===== src/rtl/ps2_key_display_ctrl_if.sv =====
// Bus between the PS/2 frame receiver, the key-event consumer and the seven-segment display.
// master drives the received bytes; slave is the display controller.
interface ps2_key_display_ctrl_if;
  logic [7:0] rx_data;
  logic       rx_valid;
  logic       rx_err;
  logic       key_valid;
  logic [7:0] key_code;
  logic       key_break;
  logic       key_ext;
  logic       err_seen;
  logic [3:0] an;
  logic [6:0] ca;

  modport master (
    output rx_data, rx_valid, rx_err,
    input  key_valid, key_code, key_break, key_ext, err_seen, an, ca
  );

  modport slave (
    input  rx_data, rx_valid, rx_err,
    output key_valid, key_code, key_break, key_ext, err_seen, an, ca
  );
endinterface


===== src/rtl/ps2_key_display_ctrl.sv =====
// PS/2 scan-code prefix tracker and key-event generator, with a 4-digit history
// of make codes multiplexed onto an active-low seven-segment display.
//   state   | meaning
//   IDLE    | no prefix pending
//   E0      | extended prefix seen, waiting for the code
//   F0      | break prefix seen, waiting for the code
//   E0F0    | extended break prefix seen, waiting for the code
module ps2_key_display_ctrl #(
  parameter int REFRESH_DIV = 50000,
  parameter int TIMEOUT_CYC = 1000000
) (
  input logic                   clk,
  input logic                   rst_n,
  ps2_key_display_ctrl_if.slave bus
);

  localparam int RF_W = (REFRESH_DIV > 2) ? $clog2(REFRESH_DIV) : 1;
  localparam int TO_W = (TIMEOUT_CYC > 1) ? $clog2(TIMEOUT_CYC) : 1;
  localparam logic [RF_W-1:0] RF_LAST = RF_W'(REFRESH_DIV - 1);
  localparam logic [TO_W-1:0] TO_LOAD = TO_W'(TIMEOUT_CYC - 1);
  localparam logic [7:0] SC_E0 = 8'hE0;
  localparam logic [7:0] SC_F0 = 8'hF0;
  localparam logic [6:0] BLANK = 7'b1111111;
  localparam logic [6:0] DASH  = 7'b0111111;

  typedef enum logic [1:0] {ST_IDLE, ST_E0, ST_F0, ST_E0F0} state_t;

  state_t          state, state_nxt;
  logic [TO_W-1:0] to_cnt;
  logic            accept, expired;
  logic            emit, emit_brk, emit_ext;
  logic [RF_W-1:0] ref_cnt;
  logic [1:0]      sel;
  logic [6:0]      hist [4];

  function automatic logic [6:0] seg_decode(input logic [7:0] code, input logic ext);
    logic [6:0] seg;
    seg = DASH;
    if (!ext) begin
      case (code)
        8'h45:   seg = 7'b1000000;
        8'h16:   seg = 7'b1111001;
        8'h1E:   seg = 7'b0100100;
        8'h26:   seg = 7'b0110000;
        8'h25:   seg = 7'b0011001;
        8'h2E:   seg = 7'b0010010;
        8'h36:   seg = 7'b0000010;
        8'h3D:   seg = 7'b1111000;
        8'h3E:   seg = 7'b0000000;
        8'h46:   seg = 7'b0010000;
        8'h1C:   seg = 7'b0001000;
        8'h1B:   seg = 7'b0010010;
        8'h44:   seg = 7'b1000000;
        8'h2B:   seg = 7'b0001110;
        default: seg = DASH;
      endcase
    end
    return seg;
  endfunction

  assign accept  = bus.rx_valid & ~bus.rx_err;
  assign expired = (state != ST_IDLE) && (to_cnt == '0);

  always_ff @(posedge clk) begin
    if (!rst_n) state <= ST_IDLE;
    else        state <= state_nxt;
  end

  // A byte arriving in the expiry cycle is still decoded against the pending prefix.
  always_comb begin
    state_nxt = state;
    emit      = 1'b0;
    emit_brk  = 1'b0;
    emit_ext  = 1'b0;
    if (bus.rx_err) begin
      state_nxt = ST_IDLE;
    end else if (bus.rx_valid) begin
      case (state)
        ST_IDLE: begin
          if (bus.rx_data == SC_E0)      state_nxt = ST_E0;
          else if (bus.rx_data == SC_F0) state_nxt = ST_F0;
          else                           emit = 1'b1;
        end
        ST_E0: begin
          if (bus.rx_data == SC_F0)      state_nxt = ST_E0F0;
          else if (bus.rx_data != SC_E0) begin
            emit      = 1'b1;
            emit_ext  = 1'b1;
            state_nxt = ST_IDLE;
          end
        end
        ST_F0: begin
          if (bus.rx_data == SC_E0)      state_nxt = ST_E0;
          else if (bus.rx_data != SC_F0) begin
            emit      = 1'b1;
            emit_brk  = 1'b1;
            state_nxt = ST_IDLE;
          end
        end
        ST_E0F0: begin
          if (bus.rx_data == SC_E0)      state_nxt = ST_E0;
          else if (bus.rx_data != SC_F0) begin
            emit      = 1'b1;
            emit_brk  = 1'b1;
            emit_ext  = 1'b1;
            state_nxt = ST_IDLE;
          end
        end
        default: state_nxt = ST_IDLE;
      endcase
    end else if (expired) begin
      state_nxt = ST_IDLE;
    end
  end

  always_ff @(posedge clk) begin
    if (!rst_n)                                  to_cnt <= '0;
    else if (accept)                             to_cnt <= TO_LOAD;
    else if (bus.rx_err)                         to_cnt <= '0;
    else if (state != ST_IDLE && to_cnt != '0)   to_cnt <= to_cnt - 1'b1;
  end

  always_ff @(posedge clk) begin
    if (!rst_n) begin
      bus.key_valid <= 1'b0;
      bus.key_code  <= '0;
      bus.key_break <= 1'b0;
      bus.key_ext   <= 1'b0;
      bus.err_seen  <= 1'b0;
    end else begin
      bus.key_valid <= emit;
      bus.err_seen  <= bus.err_seen | bus.rx_err;
      if (emit) begin
        bus.key_code  <= bus.rx_data;
        bus.key_break <= emit_brk;
        bus.key_ext   <= emit_ext;
      end
    end
  end

  // Only make events feed the history; releases leave the display untouched.
  always_ff @(posedge clk) begin
    if (!rst_n) begin
      for (int i = 0; i < 4; i++) hist[i] <= BLANK;
    end else if (emit && !emit_brk) begin
      hist[3] <= hist[2];
      hist[2] <= hist[1];
      hist[1] <= hist[0];
      hist[0] <= seg_decode(bus.rx_data, emit_ext);
    end
  end

  always_ff @(posedge clk) begin
    if (!rst_n) begin
      ref_cnt <= '0;
      sel     <= 2'd0;
      bus.an  <= 4'b1111;
      bus.ca  <= BLANK;
    end else begin
      if (ref_cnt == RF_LAST) begin
        ref_cnt <= '0;
        sel     <= sel + 2'd1;
      end else begin
        ref_cnt <= ref_cnt + 1'b1;
      end
      bus.an <= ~(4'b0001 << sel);
      bus.ca <= hist[sel];
    end
  end

endmodule

===== src/flat_wrapper.sv =====
// flat-port wrapper written by rule: the top's interface ports become plain ports
module ps2_key_display_ctrl_flat 
#(
  parameter int REFRESH_DIV = 50000,
  parameter int TIMEOUT_CYC = 1000000
)
  (clk, rst_n, bus_rx_data, bus_rx_valid, bus_rx_err, bus_key_valid, bus_key_code, bus_key_break, bus_key_ext, bus_err_seen, bus_an, bus_ca);
  ps2_key_display_ctrl_if bus_i ();
  input logic clk;
  input logic rst_n;
  input wire logic [$bits(bus_i.rx_data)-1:0] bus_rx_data;
  input wire logic [$bits(bus_i.rx_valid)-1:0] bus_rx_valid;
  input wire logic [$bits(bus_i.rx_err)-1:0] bus_rx_err;
  output wire logic [$bits(bus_i.key_valid)-1:0] bus_key_valid;
  output wire logic [$bits(bus_i.key_code)-1:0] bus_key_code;
  output wire logic [$bits(bus_i.key_break)-1:0] bus_key_break;
  output wire logic [$bits(bus_i.key_ext)-1:0] bus_key_ext;
  output wire logic [$bits(bus_i.err_seen)-1:0] bus_err_seen;
  output wire logic [$bits(bus_i.an)-1:0] bus_an;
  output wire logic [$bits(bus_i.ca)-1:0] bus_ca;
  assign bus_i.rx_data = bus_rx_data;
  assign bus_i.rx_valid = bus_rx_valid;
  assign bus_i.rx_err = bus_rx_err;
  assign bus_key_valid = bus_i.key_valid;
  assign bus_key_code = bus_i.key_code;
  assign bus_key_break = bus_i.key_break;
  assign bus_key_ext = bus_i.key_ext;
  assign bus_err_seen = bus_i.err_seen;
  assign bus_an = bus_i.an;
  assign bus_ca = bus_i.ca;
  ps2_key_display_ctrl #(.REFRESH_DIV(REFRESH_DIV), .TIMEOUT_CYC(TIMEOUT_CYC)) u_core (.clk(clk), .rst_n(rst_n), .bus(bus_i));
endmodule

===== config.mk =====
export PLATFORM = sky130hd
export DESIGN_NAME = ps2_key_display_ctrl_flat
export DESIGN_NICKNAME = d
export VERILOG_FILES = /design/src/rtl/ps2_key_display_ctrl_if.sv /design/src/rtl/ps2_key_display_ctrl.sv /design/src/flat_wrapper.sv
export SDC_FILE = /design/constraint.sdc
export NUM_CORES = 1
export LEC_CHECK = 0
export CAP_MARGIN = 20
export CORE_UTILIZATION = 52
export DETAILED_ROUTE_END_ITERATION = 10
export GPL_ROUTABILITY_DRIVEN = 1
export PLACE_DENSITY = 0.77
export SLEW_MARGIN = 20
export SYNTH_ARGS = -nofsm -noshare
export SYNTH_HDL_FRONTEND = slang
export SYNTH_SLANG_ARGS = --single-unit

===== constraint.sdc =====
create_clock -name clk -period 5.1 [get_ports clk]
set_input_delay 1.02 -clock clk [delete_from_list [all_inputs] [get_ports clk]]
set_output_delay 1.02 -clock clk [all_outputs]
set_load 0.01 [all_outputs]

==> results_dict.tcl <==
set metrics [dict create \
    status "complete, no violations" \
    cts_tree "yes" \
    start_util 0.550 \
    grt_max_degree 31 \
    max_freq_mhz 341 \
    nets 463 \
    r2r-start "u_core.to_cnt[0]$_SDFFE_PN0P_" \
    core_area_um2 7890 \
    layout-drive-gt1-share 0.100 \
    synth-compound-area-share 0.0923 \
    min-delay-start "u_core.to_cnt[6]$_SDFFE_PP0N_" \
    clk_pin_slew_ns 0.09 \
    setup_ws_ns 2.17 \
    vias 3145 \
    arrival_ns 3.02 \
    diodes 0 \
    startpoint_type "input pin" \
    netlist_area_um2 4340 \
    final_core_util 0.624 \
    antenna_left 0 \
    multiInputGateArea_um2 2120 \
    required_ns 5.19 \
    critPathSlowestCell "clkdlybuf4s50_1" \
    r2r_setup_slack_ns 3.06 \
    power.total_mw 1.36 \
    postPlaceCellArea_um2 4750 \
    drt_wl_total_um 8210 \
    root_buffer "clkbuf_8" \
    ctsHoldBuffers 0 \
    hold_class "reg -> reg" \
    grt_util_met1 0.285 \
    critPathTopFamily "simple AND/OR/NAND/NOR gates" \
    yosysSeqAreaShare 0.484 \
    skew_ns 0.0113 \
    yosys.area_share.simple 0.257 \
    hold_depth 2 \
    worstMarginPinSlew_ns 0.625 \
    synth_edf_count 28 \
    dp.final_hpwl_um 5690 \
    ys_ff_latch 91 \
    relSlewSlack 0.583 \
    finalMaxSlewViolations 0 \
    rsz0062_at_grt "false" \
    die_h_um 93.4 \
    hold_viol 0 \
    fp.dieArea_um2 8710 \
    hold_ws_ns 0.487 \
    fin_crit_sh 0.575 \
    die_w_um 93.4 \
    power.density_nw_per_um2 276 \
    grt_use_met2 0.319 \
    async_reset_ff_frac 0 \
    final_cells 552 \
    setup_viol 0 \
    ys_types 68 \
    drtPass1Iterations 4 \
    avgRoutedWirePerCell_um 14.9 \
    synthMuxAreaShare 0.0617 \
    crit_path_max_fanout 13 \
    routed_via_density 5.70 \
    grtUsageTotal 0.206 \
    cpPeakStageDelay_ns 0.61 \
    r2r_end "u_core.to_cnt[19]$_SDFFE_PN0P_" \
    ios 35 \
    clock_latency_ns 0.36 \
    portBuffers 34 \
    htree_levels 3 \
    yosys.area_share.adder 0.0173 \
    vdd_drop_max_v 0.000124 \
    synthCells 415 \
    grt_first_pass_wirelength_um 14000 \
    pre_cts_slack_ns 1.81 \
    p_leak_nw 1.59 \
    synth_top_family_by_area "simple AND/OR/NAND/NOR gates" \
    overflow 0 \
    final.fill_count 626 \
    gp_congestion 0.851 \
    cts_setup_buffers 0 \
    crit_chain "clkdlybuf4s50_1, nor4bb_1, and3_1, nor3_1, o41a_1, nand4_1" \
    synth.avg_cell_area_um2 10.5 \
    clkSinkCount 91 \
    finalSetupTns_ns 0 \
    timing.final.crit_period_ns 2.93 \
    grt_pass1_vias 2933 \
    ff2ff_path_depth 7 \
    path_class "in -> reg" \
    area_growth_pct 13.4 \
    drc 0 \
    final-seq-area_um2 2100 \
    crit_buf_inv 1 \
    synthXorXnorAreaFrac 0.0565 \
    post-place-cells 536 \
    yosysWarnings 0 \
    end_kind "register" \
    drv_cap 0 \
    antenna_found_initial 0 \
    hold_end "u_core.to_cnt[6]$_SDFFE_PP0N_" \
    rows 32 \
    postLayoutCellArea_um2 4920 \
    syn_nets 433 \
    cts_resized 0 \
    numCtsBuffers 9 \
    cts_buffer_depth 2 \
    drtIter0Drc 166 \
    grt-busiest-layer "met2" \
    use_met3 0.0293 \
    synth_ff_type "dfxtp_1" \
]
==> cell families (layout without fill, tap and decap cells) <==
kind of cell	Yosys count	count (layout)
mux	18	18
fa+ha+maj	6	6
compound gates	58	58
buf+inv	27	62
simple gates	187	187
xor+xnor	28	28
flops	91	91
==> final cells by class <==
type / count / area share
Clock inverter: 4 / 0.00534
Tap cell: 102 / 0.0259
Timing Repair Buffer: 37 / 0.0738
Inverter: 9 / 0.00687
Sequential cell: 91 / 0.427
Multi-Input combinational cell: 297 / 0.431
Clock buffer: 12 / 0.0295
==> placed cells by master, fill, tap and decap left out, types with 3 or more instances in the layout <==
| master | netlist | routed |
|---|---|---|
| ha_1 | 6 | 6 |
| clkbuf_8 | 1 | 10 |
| nor3_1 | 12 | 11 |
| nand4_1 | 10 | 10 |
| or3_1 | 3 | 3 |
| o211ai_1 | 4 | 4 |
| nand3b_1 | 3 | 3 |
| clkdlybuf4s50_1 | 0 | 34 |
| xnor2_1 | 16 | 16 |
| nand4b_1 | 3 | 3 |
| nor2b_1 | 15 | 15 |
| dfxtp_1 | 63 | 63 |
| mux2i_1 | 11 | 11 |
| edfxtp_1 | 28 | 28 |
| a21oi_1 | 17 | 17 |
| inv_1 | 8 | 8 |
| buf_4 | 0 | 3 |
| and3_1 | 5 | 5 |
| nor4_1 | 3 | 3 |
| mux4_2 | 7 | 7 |
| nand3_1 | 17 | 17 |
| xor2_1 | 12 | 12 |
| o21ai_0 | 11 | 11 |
| nand2_1 | 16 | 16 |
| nor2_1 | 36 | 36 |
| nand2b_1 | 39 | 39 |
==> cells in the mapped netlist, drive strengths merged (3+ instances only) <==
library cell | count | area share
a21oi | 18 | 0.022
and3 | 5 | 0.0072
clkbuf | 15 | 0.015
dfxtp | 63 | 0.29
edfxtp | 28 | 0.19
ha | 6 | 0.017
inv | 8 | 0.0069
mux2i | 11 | 0.025
mux4 | 7 | 0.036
nand2 | 16 | 0.014
nand2b | 40 | 0.059
nand3 | 17 | 0.020
nand3b | 3 | 0.0052
nand4 | 11 | 0.017
nand4b | 3 | 0.0061
nor2 | 38 | 0.035
nor2b | 15 | 0.022
nor3 | 14 | 0.020
nor4 | 5 | 0.014
o211ai | 4 | 0.0069
o21ai | 13 | 0.017
or3 | 4 | 0.0061
xnor2 | 16 | 0.032
xor2 | 12 | 0.024
==> how the worst max path moves through the flow <==
stage / startpoint / end / slack, ns / cells after the start
floorplan: bus_rx_data[2] / u_core.hist[0][0]$_SDFFCE_PP1P_ / 0.89 / 5
global placement: bus_rx_data[5] / u_core.hist[0][1]$_SDFFCE_PP1P_ / 1.85 / 6
detailed placement: bus_rx_data[5] / u_core.hist[0][1]$_SDFFCE_PP1P_ / 1.81 / 6
CTS: bus_rx_data[5] / u_core.hist[0][1]$_SDFFCE_PP1P_ / 2.19 / 6
global route: bus_rx_data[5] / u_core.hist[0][1]$_SDFFCE_PP1P_ / 1.99 / 6
finish: bus_rx_data[5] / u_core.hist[0][1]$_SDFFCE_PP1P_ / 2.17 / 6
==> worst min-delay path, cell delays in order (launching register included) <==
cell     delay, ns
dfxtp_1       0.33
o41ai_1       0.06
a21oi_1       0.06
==> registers in the layout, indices dropped and copies added (netlist names), 2 cells and up <==
name and flops:
u_core.bus.an 4, u_core.bus.ca 7, u_core.bus.key_code 8, u_core.hist 28, u_core.ref_cnt 16, u_core.sel 2, u_core.state 2, u_core.to_cnt 20
==> routing by layer <==
layer / routed length [µm] / share of wire
met1: 3810 / 0.46
met2: 3790 / 0.46
met3: 409 / 0.050
met4: 193 / 0.024
met5: 0 / 0
==> report_power, final <==
| group | switching, mW | leakage, nW | total (mW) | internal (mW) |
|---|---|---|---|---|
| clock | 0.243 | 0.0863 | 0.433 | 0.190 |
| combinational | 0.0786 | 0.760 | 0.142 | 0.0634 |
| sequential | 0.0159 | 0.744 | 0.784 | 0.768 |
No activity file was read; power rests on OpenSTA's default activity.
==> RTL change 1, RTL diff (same flow settings) <==
The 4 states of `state_t` get a one-hot encoding in 4 bits.
--- a/src/rtl/ps2_key_display_ctrl.sv
+++ b/src/rtl/ps2_key_display_ctrl.sv
@@ -24,5 +24,5 @@
   localparam logic [6:0] DASH  = 7'b0111111;
 
-  typedef enum logic [1:0] {ST_IDLE, ST_E0, ST_F0, ST_E0F0} state_t;
+  typedef enum logic [3:0] {ST_IDLE = 4'b0001, ST_E0 = 4'b0010, ST_F0 = 4'b0100, ST_E0F0 = 4'b1000} state_t;
 
   state_t          state, state_nxt;
Formal check against the unedited RTL: same outputs for any inputs over 4 cycles, from zero or initial values and one cycle with rst_n low; so few cycles prove little.
==> RTL change 1 against the original RTL <==
- via count grew 5.7%
- routed wire length increased by 1.5%
- die area is 4.0% higher
- fmax decreased by 15%
- synthesized area increased by 4.1%
- power grew 0.37%
- clock power grew 4%
- final area rose by 3.7%
- sequential share of layout area shrank 0.76 points
- setup slack got worse by 0.52 ns
- sequential cell count up 2
- non-clock buffer count increased by 1
- critical endpoint is now u_core.hist[2][0]$_SDFFCE_PN1P_
- largest cell class unchanged
- highest routed layer unchanged
==> RTL change 1: results <==
metrics = {
    "run_status": {
        "status": "finished clean",
    },
    "final_layout": {
        "multi_input_gates": 315,
        "clk_share_pct": 3.579,
        "layout-drive-gt1-share_pct": 9.937,
        "fill_cells": 674,
        "num-nonclk-inverters": 11,
        "nNetsFinal": 486,
        "seq_share_pct": 41.97,
        "multi_input_area_share_pct": 43.81,
        "n_all_buffers": 38,
        "ff_latch_area_sq_um": 2142,
    },
    "logic_synthesis": {
        "synth_xor_area_share_pct": 6.009,
        "synthesis.nets": 461,
        "synth-main-ff-cell": "dfxtp_1",
        "ys_top_cells_by_count": "dfxtp_1, nor2_1, edfxtp_1",
        "synth_cell_type_count": 67,
        "ys_seq_area_share_pct": 47.41,
        "synth_mux_area_share_pct": 5.926,
        "synth_fa_ha_area_share_pct": 1.662,
        "synth_cells": 443,
        "synth_compound_area_share_pct": 10.11,
    },
    "placement": {
        "placed_cell_area_sq_um": 4921,
        "dpl_worst_slack_ns": 1.276,
        "hpwl_mm": 5.691,
        "dp.cells": 562,
    },
    "grt": {
        "grt_pass1_vias": 2935,
        "use_met2_pct": 29.94,
        "grt_use_total_pct": 19.66,
        "grt_max_degree": 29,
        "met3_usage_pct": 3.110,
        "grt_use_met1_pct": 27.92,
        "grt_pass1_wl_mm": 13.86,
    },
    "clock_tree": {
        "clock_sinks": 93,
    },
    "timing": {
        "skew_ns": 0.009577,
        "slew-limit-headroom_pct": 51.43,
    },
    "drt": {
        "wl_met1_mm": 4.104,
        "vias": 3325,
        "wire_per_inst_microns": 14.40,
        "met3WireLength_microns": 406,
        "wl_met2_mm": 3.727,
        "drt_iter0_markers": 133,
        "routed_wl_mm": 8.325,
    },
    "setup_path": {
        "path_max_fanout": 28,
    },
    "floorplanning": {
        "die-area_sq_um": 9065,
    },
    "power_and_ir_drop": {
        "p_int_mw": 1.010,
        "seq_power_share_pct": 57.6,
        "p_leak_nw": 1.700,
    },
}
RTL change 1: cell types whose count changed after synthesis, sizes merged, moves of 8 or more:
cell    before  now
nor2b       15    7
nand2b      40   10
nor2        38   49
or2          1   22
RTL change 1: logic make-up after synthesis:
group / after synthesis
adders and majority gates: 6
AOI/OAI and AO/OA: 67
muxes: 18
xor gates and xnor gates: 31
DFF: 93
buffers and inverters: 35
and+or+nand+nor: 193
RTL change 1: worst paths after layout:
path,cells past startpoint,slack [ns],start,end
worst max-delay path,6,1.65,bus_rx_data[5],u_core.hist[2][0]$_SDFFCE_PN1P_
worst min-delay path,1,0.47,u_core.ref_cnt[0]$_SDFF_PP0_,u_core.ref_cnt[0]$_SDFF_PP0_
worst max register to register,5,2.12,u_core.state[1]$_SDFFE_PP0P_,u_core.hist[2][0]$_SDFFCE_PN1P_
worst min register to register,1,0.47,u_core.ref_cnt[0]$_SDFF_PP0_,u_core.ref_cnt[0]$_SDFF_PP0_
==> RTL change 2, RTL diff (config.mk and constraints unchanged) <==
Made on the original files. `REFRESH_DIV` is set to 50000 in 2 places; all go to 200000.
--- a/src/rtl/ps2_key_display_ctrl.sv
+++ b/src/rtl/ps2_key_display_ctrl.sv
@@ -7,5 +7,5 @@
 //   E0F0    | extended break prefix seen, waiting for the code
 module ps2_key_display_ctrl #(
-  parameter int REFRESH_DIV = 50000,
+  parameter int REFRESH_DIV = 200000,
   parameter int TIMEOUT_CYC = 1000000
 ) (
--- a/src/flat_wrapper.sv
+++ b/src/flat_wrapper.sv
@@ -2,5 +2,5 @@
 module ps2_key_display_ctrl_flat 
 #(
-  parameter int REFRESH_DIV = 50000,
+  parameter int REFRESH_DIV = 200000,
   parameter int TIMEOUT_CYC = 1000000
 )
Check against the original RTL: no difference found for any inputs over 4 cycles, from zero or initial values and one cycle with rst_n low; that may be too few to reach the edited logic, so the function may still have changed.
==> RTL change 2 against the original RTL <==
- final area rose by 2.1%
- setup slack got worse by 0.056 ns
- cell count up 4.3%
- power grew 5.5%
- register-to-register slack worse by 0.64 ns
- routed wire length is 4.8% higher
- sequential cell count up 2
- die area rose by 1.6%
- synthesized area grew 1.6%
- sequential power up 2%
- critical endpoint is now u_core.hist[0][2]$_SDFFCE_PP1P_
- largest cell class is now sequential cells
- highest routed layer unchanged
==> RTL change 2: results <==
metrics = {
    "run_status": {
        "status": "finished clean",
    },
    "logic_synthesis": {
        "ys_seq_area_share_pct": 48.57,
        "synth_cell_type_count": 61,
        "synth_area_leaders": "dfxtp_1, edfxtp_1, nand2b_1",
        "synth-main-ff-cell": "dfxtp_1",
        "synth_cells": 440,
        "synth_edf_count": 28,
        "synthesis.nets": 458,
        "ys_top_cells_by_count": "dfxtp_1, nor2_1, nand2b_1",
    },
    "setup_path": {
        "cp.arrival_ns": 3.06,
        "path_max_fanout": 11,
    },
    "grt": {
        "grt_pass1_vias": 3072,
        "use_met2_pct": 33.09,
        "met3_usage_pct": 4.773,
        "grt_max_degree": 29,
        "grt_pass1_wl_mm": 14.68,
        "antenna_found_initial": 0,
        "grt_use_met1_pct": 28.77,
        "grt_use_total_pct": 21.11,
    },
    "final_layout": {
        "nNetsFinal": 484,
        "fill_cells": 672,
        "reg.largest.list": "u_core.hist (28), u_core.to_cnt (20), u_core.ref_cnt (18)",
        "num_antenna_cells": 0,
        "layout-drive-gt1-share_pct": 8.917,
    },
    "clock_tree": {
        "cts_buffers": 9,
        "cts-root-buf": "clkbuf_8",
        "clockBufferDepth": 2,
        "clk_latency_ns": 0.36,
        "cts_resized": 0,
        "htreeDepth": 3,
    },
    "power_and_ir_drop": {
        "p_sw_mw": 0.3527,
        "pwr-share-comb_pct": 9.4,
        "p_int_mw": 1.082,
        "powerClk_mw": 0.499,
        "p_leak_nw": 1.687,
        "ir_worst_vdd_mv": 0.1822,
    },
    "drt": {
        "ant_nets": 0,
        "wl_met1_mm": 3.982,
        "wire_per_inst_microns": 14.92,
        "wl_met2_mm": 4.014,
        "met3WireLength_microns": 459,
        "drt_iter0_markers": 155,
        "highest_layer": "met4",
        "drt-vias-per-instance": 5.759,
        "vias": 3317,
    },
    "placement": {
        "port_buffers": 34,
        "dp.cells": 560,
        "hpwl_mm": 5.934,
        "dpl_worst_slack_ns": 1.791,
        "gp_congestion": 0.8796,
    },
    "timing": {
        "worst_pin_slew_ns": 0.8950,
        "max_freq_mhz": 334.8,
        "skew_ns": 0.01020,
    },
}
[RTL change 2: final timing paths]
path / start / endpoint / slack [ns] / depth (start not counted)
worst max-delay path: bus_rx_data[1] / u_core.hist[0][2]$_SDFFCE_PP1P_ / 2.11 / 6
worst min-delay path: u_core.bus.err_seen$_SDFF_PN0_ / u_core.bus.err_seen$_SDFF_PN0_ / 0.47 / 1
worst max register to register: u_core.to_cnt[0]$_SDFFE_PN0P_ / u_core.to_cnt[9]$_SDFFE_PN0P_ / 2.42 / 7
worst min register to register: u_core.bus.err_seen$_SDFF_PN0_ / u_core.bus.err_seen$_SDFF_PN0_ / 0.47 / 1
[RTL change 2: logic make-up (layout without fill, tap and decap cells)]
logic type,after synthesis,after routing,synth area share (%)
mux,16,16,5.617
xor+xnor,25,25,4.965
compound gates,58,58,9.220
simple gates,209,209,26.58
fa+ha+maj,6,6,1.702
buf+inv,33,64,3.347
flops,93,93,48.57
[RTL change 2: critical path, stage by stage]
cell and delay (ns):
clkdlybuf4s50_1 0.67, or3b_2 0.53, nor4_1 0.40, a211o_1 0.19, or3b_2 0.15, o211ai_1 0.10
[RTL change 2: area by class of cell]
type | instances | share of cell area [%]
Timing Repair Buffer | 37 | 7.225
Sequential cell | 93 | 42.65
Inverter | 11 | 0.8221
Multi-Input combinational cell | 314 | 42.60
Clock buffer | 12 | 3.538
Clock inverter | 4 | 0.5481
Tap cell | 105 | 2.616
[RTL change 2: per-stage QoR]
stage | area (sq um) | util, %
detailed placement | 4817 | 58.63
CTS | 5022 | 61.12
global placement | 4817 | 58.63
floorplan | 4410 | -
finish | 5022 | 61.12
global route | 5022 | 61.12
